## config.mk

```make
export PLATFORM = sky130hd
export DESIGN_NAME = cisc_control
export DESIGN_NICKNAME = d
export VERILOG_FILES = /design/src/rtl/cisc_control_pkg.sv /design/src/rtl/cisc_control.sv
export SDC_FILE = /design/constraint.sdc
export NUM_CORES = 1
export LEC_CHECK = 0
export ABC_AREA = 1
export CORE_AREA = 2 2 45 47
export CTS_CLUSTER_SIZE = 25
export DETAILED_ROUTE_END_ITERATION = 16
export DIE_AREA = 0 0 47 49
export PLACE_DENSITY_LB_ADDON = 0.1
export SYNTH_ARGS = -nofsm -noshare
export SYNTH_HDL_FRONTEND = slang
export SYNTH_SLANG_ARGS = --single-unit
export TNS_END_PERCENT = 1
```

## constraint.sdc

```tcl
create_clock -name Clock -period 3 [get_ports Clock]
set_input_delay 0.3 -clock Clock [delete_from_list [all_inputs] [get_ports Clock]]
set_output_delay 0.3 -clock Clock [all_outputs]
set_load 0.005 [all_outputs]
```

## src/rtl/cisc_control_pkg.sv

```systemverilog
// Shared encodings for the SimpleCISC control path and ALU: opcodes, ALU functions, sequencer states.
// Pure type/constant package; no latency or backpressure of its own.
package cisc_pkg;

    typedef enum logic [3:0] {
        OP_NOP   = 4'h0,
        OP_LOAD  = 4'h1,
        OP_STORE = 4'h2,
        OP_ADD   = 4'h3,
        OP_SUB   = 4'h4,
        OP_AND   = 4'h5,
        OP_OR    = 4'h6,
        OP_JMP   = 4'h7,
        OP_JZ    = 4'h8,
        OP_JNZ   = 4'h9,
        OP_HALT  = 4'hF
    } opcode_t;

    typedef enum logic [3:0] {
        FN_PASSB = 4'd0,
        FN_PASSA = 4'd1,
        FN_ADD   = 4'd2,
        FN_SUB   = 4'd3,
        FN_AND   = 4'd4,
        FN_OR    = 4'd5
    } alu_fn_t;

    typedef enum logic [2:0] {
        ST_RESET  = 3'd0,
        ST_FETCH  = 3'd1,
        ST_DECODE = 3'd2,
        ST_ADDR   = 3'd3,
        ST_EXEC   = 3'd4,
        ST_HALT   = 3'd5
    } state_t;

    localparam logic [1:0] REG_ACC = 2'b00;
    localparam logic [1:0] REG_X   = 2'b01;
    localparam logic [1:0] REG_S   = 2'b10;

endpackage

```

## src/rtl/cisc_control.sv

```systemverilog
// Multi-cycle fetch/decode/address/execute sequencer; outputs are combinational decodes of state/IR/ZReg (NOP 2, jump 3, mem op 4 cycles).
// With CISC_CTRL_WAIT_EN, Ready=0 stalls memory steps and suppresses all register/PC updates until Ready=1.
module cisc_control
    import cisc_pkg::*;
#(
    parameter int unsigned RESET_CYCLES = 1
) (
    input  logic        Clock,
    input  logic        nReset,
    input  logic [15:0] IR,
    input  logic        ZReg,
`ifdef CISC_CTRL_WAIT_EN
    input  logic        Ready,
`endif
    output logic [3:0]  Function,
    output logic        UpdateZ,
    output logic        EnableACC,
    output logic        EnableX,
    output logic        EnableS,
    output logic        EnablePC,
    output logic        LoadACC,
    output logic        LoadX,
    output logic        LoadS,
    output logic        LoadPC,
    output logic        IncPC,
    output logic        SelPC,
    output logic        LoadIR,
    output logic        LoadMAR,
    output logic        EnableReg,
    output logic        RdMem,
    output logic        WrMem
);

    localparam logic [3:0] RST_LAST = 4'(RESET_CYCLES - 1);

    state_t     r_state;
    state_t     w_state_nxt;
    logic [3:0] r_rst_cnt;
    logic [3:0] w_cnt_nxt;
    alu_fn_t    w_fn;
    opcode_t    w_op;
    logic       w_ready;
    logic       w_mem_step;
    logic       w_is_jump;
    logic       w_take;
    logic       w_en_sel;
    logic       w_ld_sel;
    logic       w_unused_ir;

`ifdef CISC_CTRL_WAIT_EN
    assign w_ready = Ready;
`else
    assign w_ready = 1'b1;
`endif

    assign w_op        = opcode_t'(IR[15:12]);
    assign w_unused_ir = ^IR[8:0];
    assign w_is_jump   = (w_op == OP_JMP) || (w_op == OP_JZ) || (w_op == OP_JNZ);
    assign w_take      = (w_op == OP_JMP) || ((w_op == OP_JZ) && ZReg) || ((w_op == OP_JNZ) && !ZReg);
    assign Function    = w_fn;

    always_ff @(posedge Clock or negedge nReset) begin
        if (!nReset) begin
            r_state   <= ST_RESET;
            r_rst_cnt <= 4'd0;
        end else begin
            r_state   <= w_state_nxt;
            r_rst_cnt <= w_cnt_nxt;
        end
    end

    always_comb begin
        w_state_nxt = r_state;
        w_cnt_nxt   = r_rst_cnt;
        w_fn        = FN_PASSB;
        w_mem_step  = 1'b0;
        w_en_sel    = 1'b0;
        w_ld_sel    = 1'b0;
        {UpdateZ, EnableACC, EnableX, EnableS, EnablePC, LoadACC, LoadX, LoadS, LoadPC,
         IncPC, SelPC, LoadIR, LoadMAR, EnableReg, RdMem, WrMem} = '0;

        case (r_state)
            ST_RESET: begin
                if (r_rst_cnt == RST_LAST) begin
                    w_state_nxt = ST_FETCH;
                    w_cnt_nxt   = 4'd0;
                end else begin
                    w_cnt_nxt   = r_rst_cnt + 4'd1;
                end
            end
            ST_FETCH: begin
                SelPC       = 1'b1;
                RdMem       = 1'b1;
                LoadIR      = 1'b1;
                IncPC       = 1'b1;
                w_mem_step  = 1'b1;
                w_state_nxt = ST_DECODE;
            end
            ST_DECODE: begin
                case (w_op)
                    OP_LOAD, OP_STORE, OP_ADD, OP_SUB, OP_AND, OP_OR,
                    OP_JMP, OP_JZ, OP_JNZ: w_state_nxt = ST_ADDR;
                    OP_HALT:               w_state_nxt = ST_HALT;
                    default:               w_state_nxt = ST_FETCH;
                endcase
            end
            ST_ADDR: begin
                SelPC      = 1'b1;
                RdMem      = 1'b1;
                w_mem_step = 1'b1;
                if (IR[11]) begin
                    w_fn    = FN_ADD;
                    EnableX = 1'b1;
                end
                // A jump not taken still has to step PC over its operand word.
                if (w_is_jump) begin
                    LoadPC      = w_take;
                    IncPC       = !w_take;
                    w_state_nxt = ST_FETCH;
                end else begin
                    LoadMAR     = 1'b1;
                    IncPC       = 1'b1;
                    w_state_nxt = ST_EXEC;
                end
            end
            ST_EXEC: begin
                w_mem_step  = 1'b1;
                w_state_nxt = ST_FETCH;
                case (w_op)
                    OP_LOAD: begin
                        RdMem    = 1'b1;
                        w_ld_sel = 1'b1;
                        UpdateZ  = 1'b1;
                    end
                    OP_STORE: begin
                        w_en_sel  = 1'b1;
                        EnableReg = 1'b1;
                        WrMem     = 1'b1;
                        w_fn      = FN_PASSA;
                    end
                    OP_ADD, OP_SUB, OP_AND, OP_OR: begin
                        RdMem    = 1'b1;
                        w_en_sel = 1'b1;
                        w_ld_sel = 1'b1;
                        UpdateZ  = 1'b1;
                        case (w_op)
                            OP_SUB:  w_fn = FN_SUB;
                            OP_AND:  w_fn = FN_AND;
                            OP_OR:   w_fn = FN_OR;
                            default: w_fn = FN_ADD;
                        endcase
                    end
                    default: ;
                endcase
                case (IR[10:9])
                    REG_X: begin
                        EnableX = w_en_sel;
                        LoadX   = w_ld_sel;
                    end
                    REG_S: begin
                        EnableS = w_en_sel;
                        LoadS   = w_ld_sel;
                    end
                    default: begin
                        EnableACC = w_en_sel;
                        LoadACC   = w_ld_sel;
                    end
                endcase
            end
            ST_HALT: SelPC = 1'b1;
            default: w_state_nxt = ST_RESET;
        endcase

        // Memory not ready: keep the bus cycle up but commit nothing.
        if (w_mem_step && !w_ready) begin
            w_state_nxt = r_state;
            LoadACC     = 1'b0;
            LoadX       = 1'b0;
            LoadS       = 1'b0;
            LoadPC      = 1'b0;
            LoadIR      = 1'b0;
            LoadMAR     = 1'b0;
            IncPC       = 1'b0;
            UpdateZ     = 1'b0;
        end
    end

endmodule

```

* After elaboration in Yosys (flattened, before gate mapping)
Memories as Yosys holds them, arrays and structs flattened.
Cells that the tools add are included.
W data, S select, Z words.
** Word-level totals
- Register bits after elaboration :: 7
- Memory bits (read-only) :: 32
- Bits of input ports :: 19
- Output and inout bits :: 20
- Logic and storage cells :: 74
- Memories :: 1
** Memories
- (no name shown) :: depth 16, bits a word 2, read ports 1, clocked after Yosys merged registers in 0, wr ports 0, line cisc_control.sv:100 : case (w_op)
** Operators by class
- $add $sub $neg :: 1
- Equal/unequal tests :: 17
- Mux-type cells :: 35
- Bitwise gates (word level) :: 1
- Reduce and logical (&&, ||, !) cells :: 17
** Operator list (count)
- $mux W1 :: 24
- $pmux W3 S6 :: 1
- $eq A4 B3 Y1 const B :: 4
- $pmux W3 S2 :: 2
- $reduce_or A5 Y1 :: 2
- $pmux W3 S3 :: 1
- $eq A4 B2 Y1 const B :: 2
- $eq A4 B4 Y1 const B :: 2
- $eq A3 B2 Y1 const B :: 2
- $eq A3 B3 Y1 const B :: 2
- $mux W3 :: 2
- $pmux W1 S2 :: 3
- $add A4 B1 Y4 const B :: 1
- $eq A4 B1 Y1 const B :: 1
- $logic_not A4 Y1 :: 1
- $logic_or A1 B1 Y1 :: 4
- $mux W4 :: 1
- $reduce_or A2 Y1 :: 2
- $reduce_or A4 Y1 :: 1
- $eq A3 B1 Y1 const B :: 1
- $logic_not A3 Y1 :: 1
- $reduce_or A3 Y1 :: 1
- $eq A2 B1 Y1 const B :: 1
- $eq A2 B2 Y1 const B :: 1
- other kinds (6) :: 8

* Logic depth before layout (Yosys ltp)
- Depth in word-level cells :: 7
- Mapped depth :: 7
- Mapped depth without buffers :: 6

* Least setup slack after synthesis
Ideal clock, no wire load.
- Path type :: reg-to-output
- From :: reg r_state[0]
- To :: out WrMem
- Arrival :: 1.112 ns
- Data required time :: 2.700 ns
- Slack :: 1.588 ns
- Cell stages (with the launch flop) :: 6
- Buffers on the path :: 2
- Cells stage by stage :: dfrtp_1 > buf_6 > nor2_2 > nand2_4 > nor3_1 > buf_4
** On the way
- Word-level cells in the longest chain between the ends :: 2
** RTL lines
- from (decl) :: line cisc_control.sv:36 : state_t r_state;
- from (signal assigned) :: line cisc_control.sv:67 : r_state <= w_state_nxt;
- $eq A3 B3 Y1
- $mux W1
- to (decl) :: line cisc_control.sv:31 : output logic WrMem
Every way passes these cells.

* Final worst setup path
- From :: in IR[14]
- To :: out LoadS
** On the way
- Word-level cells in the longest chain between the ends :: 5
- Elaborated cells between the ends (all ways) :: 9
- Those cells by class :: eq/ne (5); mux (3); reduce/logical (1)
** RTL lines
- from (decl) :: line cisc_control.sv:10 : input logic [15:0] IR,
- $eq A4 B3 Y1, or another cell as far along :: line cisc_control.sv:129 : case (w_op)
- $reduce_or A5 Y1 (no line) *
- $mux W1 * :: line cisc_control.sv:129
- $mux W1 * :: line cisc_control.sv:155 : case (IR[10:9])
- $mux W1 * :: line cisc_control.sv:82 : case (r_state)
- to (decl) :: line cisc_control.sv:23 : output logic LoadS,
Every way passes the cells marked *; elsewhere a longest branch is shown, timed or not.

==> flow_summary.toml <==
[die]
fp-row-count = 16
coreArea_um2 = 1840
die_w_um = 47
pin_count = 39
dieHeight_um = 49
start_util = 0.383
die-area_um2 = 2300

[routing]
wirelength_mm = 1.59
first_pass_iters = 4
avgViaCountPerCell = 4.46
ant_nets = 0
drt_iter0_drc = 12
route.detailed.drc = 0
routedWlPerCell_um = 9.81
via_count = 722

[clocking]
cts_max_level = 1
clock_sinks = 7
cts_max_path_buffers = 2
post_cts_buffers = 0
ctsHoldBuffers = 0
cts_buffers = 3
cts_tree = "done"
cts.root.buffer_cell = "clkbuf_4"
clk_latency_ns = 0.25
clkSlewWorstSetupHoldPaths_ns = 0.05
ctsResizeCount = 0

[power]
peakVddDrop_v = 0.000314
cellPowerDensity_nw_per_um2 = 576
p_leak_nw = 0.479

[layout]
fin_nets = 159
insertedDiodeCount = 0
drive_above_1_share = 0.141
fillers = 189
area_delta_synth_final_pct = 42.6

[timing]
fin_crit_ns = 2.24
hold_viol = 0
setup_ws_ns = 0.756
timing.fmax_mhz = 446
report.final.slew_viol_count = 0
finalCritPeriodShare = 0.748
grt_setup_unrepaired = "no"
fin_setup_tns_ns = 0
fin_skew_ns = 0.000368
setup_violations = 0

[placement]
dp.final_hpwl_mm = 1.29
port_buffers = 27
pre_cts_ws_ns = 0.765
gp_congestion = 0.752

[logic_synthesis]
ys_ff_latch = 7
synthTopCellsByCount = "nand2_1, inv_1, nand3_1, nor2_1, dfrtp_1"
synth_ff_type = "dfrtp_1"
synth_area_um2 = 706
synthCells = 107
synthArstFlopShare = 1.00
yosysSeqAreaShare = 0.248
synth_top_area_cell = "dfrtp_1"
syn_avg_cell_area_um2 = 6.60
netlist.area_leader.share = 0.248
synth-edff-count = 0
yosysWarnings = 0
yosysMostFrequentCell = "nand2_1"
synth.distinct_cells = 27
synthTopCellsByArea = "dfrtp_1, nand2_1, inv_1"

[grt]
grt_pass1_vias = 663
grt_pass1_wl_mm = 2.53
grt_max_degree = 9
grt_antenna_before_repair = 0
track_usage = 0.143
grt-ovfl-total = 0

[run_status]
status = "completed"

[flow_run]
maxCapViolCount = 0

[worst_setup_path]
critPathMaxStageDelay_ns = 0.54
end_kind = "primary output"
cp_num_buf_inv = 3
worstPathArrival_ns = 1.94
crit_type = "in2out"
cp_slowest_cell = "clkdlybuf4s50_1"
worstPathMaxFanout = 4
critPathRequiredTime_ns = 2.70
path_delay_family = "buffers and inverters"
cp_cell_sequence = "clkdlybuf4s50_1, inv_1, nor2_2, nand2_1, nand2_1, nand2_2, nor2_1, clkdlybuf4s50_1"
startpoint_type = "input port"

[worst_hold_path]
min_path_type = "in2async"
-- flip-flops by register name, indices dropped and copies added (netlist names) --
signal / cells
r_state: 3
r_rst_cnt: 4
-- routing by layer --
layer,part of all wire,up-vias,wire (um),track usage
met3,0.074,0,117,0.0370
met1,0.48,315,760,0.182
met5,0,-,0,0
li1,-,382,-,-
met2,0.45,25,711,0.224
met4,0,0,0,0.0556
-- placed cells by master (no fill, tap or decap), types with 2 or more instances in the layout --
master	netlist	layout
clkdlybuf4s50_1	0	27
nand2_1	21	21
inv_1	15	15
nand3_1	10	10
nor2_1	8	8
dfrtp_1	7	7
nand2_2	6	6
o21ai_0	4	4
nor3_1	4	4
ha_1	4	4
nor2_2	3	3
inv_2	3	3
a21oi_1	3	3
clkbuf_4	0	3
o21ai_1	2	2
xor2_1	2	2
conb_1	1	2
-- where the power goes --
group	leakage, nW	internal, mW	total, mW	switching (mW)
clock network	0.0150	0.0508	0.0867	0.0358
logic	0.370	0.163	0.332	0.169
registers	0.0941	0.114	0.161	0.0465
-- per-stage QoR --
stage | total power [mW] | std cells | utilization | area (um^2) | hold WS (ns)
3_5_place_dp | 0.496 | 158 | 0.532 | 980 | 0.476
2_1_floorplan | 0.357 | 108 | - | 709 | 0.00441
6_report | 0.580 | 162 | 0.546 | 1010 | 0.308
3_3_place_gp | 0.497 | 158 | 0.532 | 980 | 0.467
5_1_grt | 0.635 | 162 | 0.546 | 1010 | 0.317
4_1_cts | 0.585 | 162 | 0.546 | 1010 | 0.304
-- worst reg2reg max path, cell delays in order (launching register included) --
cell and delay, ns:
dfrtp_1 0.48, inv_2 0.13, nand2_2 0.08, nor2_4 0.16, nand2_2 0.10, nand3_1 0.09, nand2_1 0.05
-- path summary, 6_finish.rpt --
path / cells past startpoint / startpoint / slack [ns] / endpoint
worst max register to register: 6 / r_state[0] / 1.81 / r_state[0]
worst min register to register: 2 / r_rst_cnt[3] / 0.49 / r_rst_cnt[3]
worst min-delay path: 1 / nReset / 0.31 / r_rst_cnt[3]
min in group Clock: 2 / r_rst_cnt[3] / 0.49 / r_rst_cnt[3]
worst max-delay path: 8 / IR[14] / 0.76 / LoadS
max in group asynchronous: 1 / nReset / 2.45 / r_rst_cnt[2]
-- logic make-up (layout without fill, tap and decap cells) --
logic type / after synthesis / count (layout) / share of synthesized area
other cells: 1 / 2 / 0.00531
fa+ha+maj: 4 / 4 / 0.0709
xor+xnor: 3 / 3 / 0.0372
buf+inv: 24 / 51 / 0.161
flops: 7 / 7 / 0.248
simple gates: 57 / 57 / 0.392
compound gates: 11 / 11 / 0.0851
-- area by class of cell --
cell class                 instances  area (um^2)  area share
clock buffer                       4         26.3      0.0261
inverter                          20         80.1      0.0796
multi-input combinational         77          420       0.418
sequential                         7          175       0.174
tap                               27         33.8      0.0336
timing repair buffer              27          270       0.269
(Power assumes the default switching activity.)
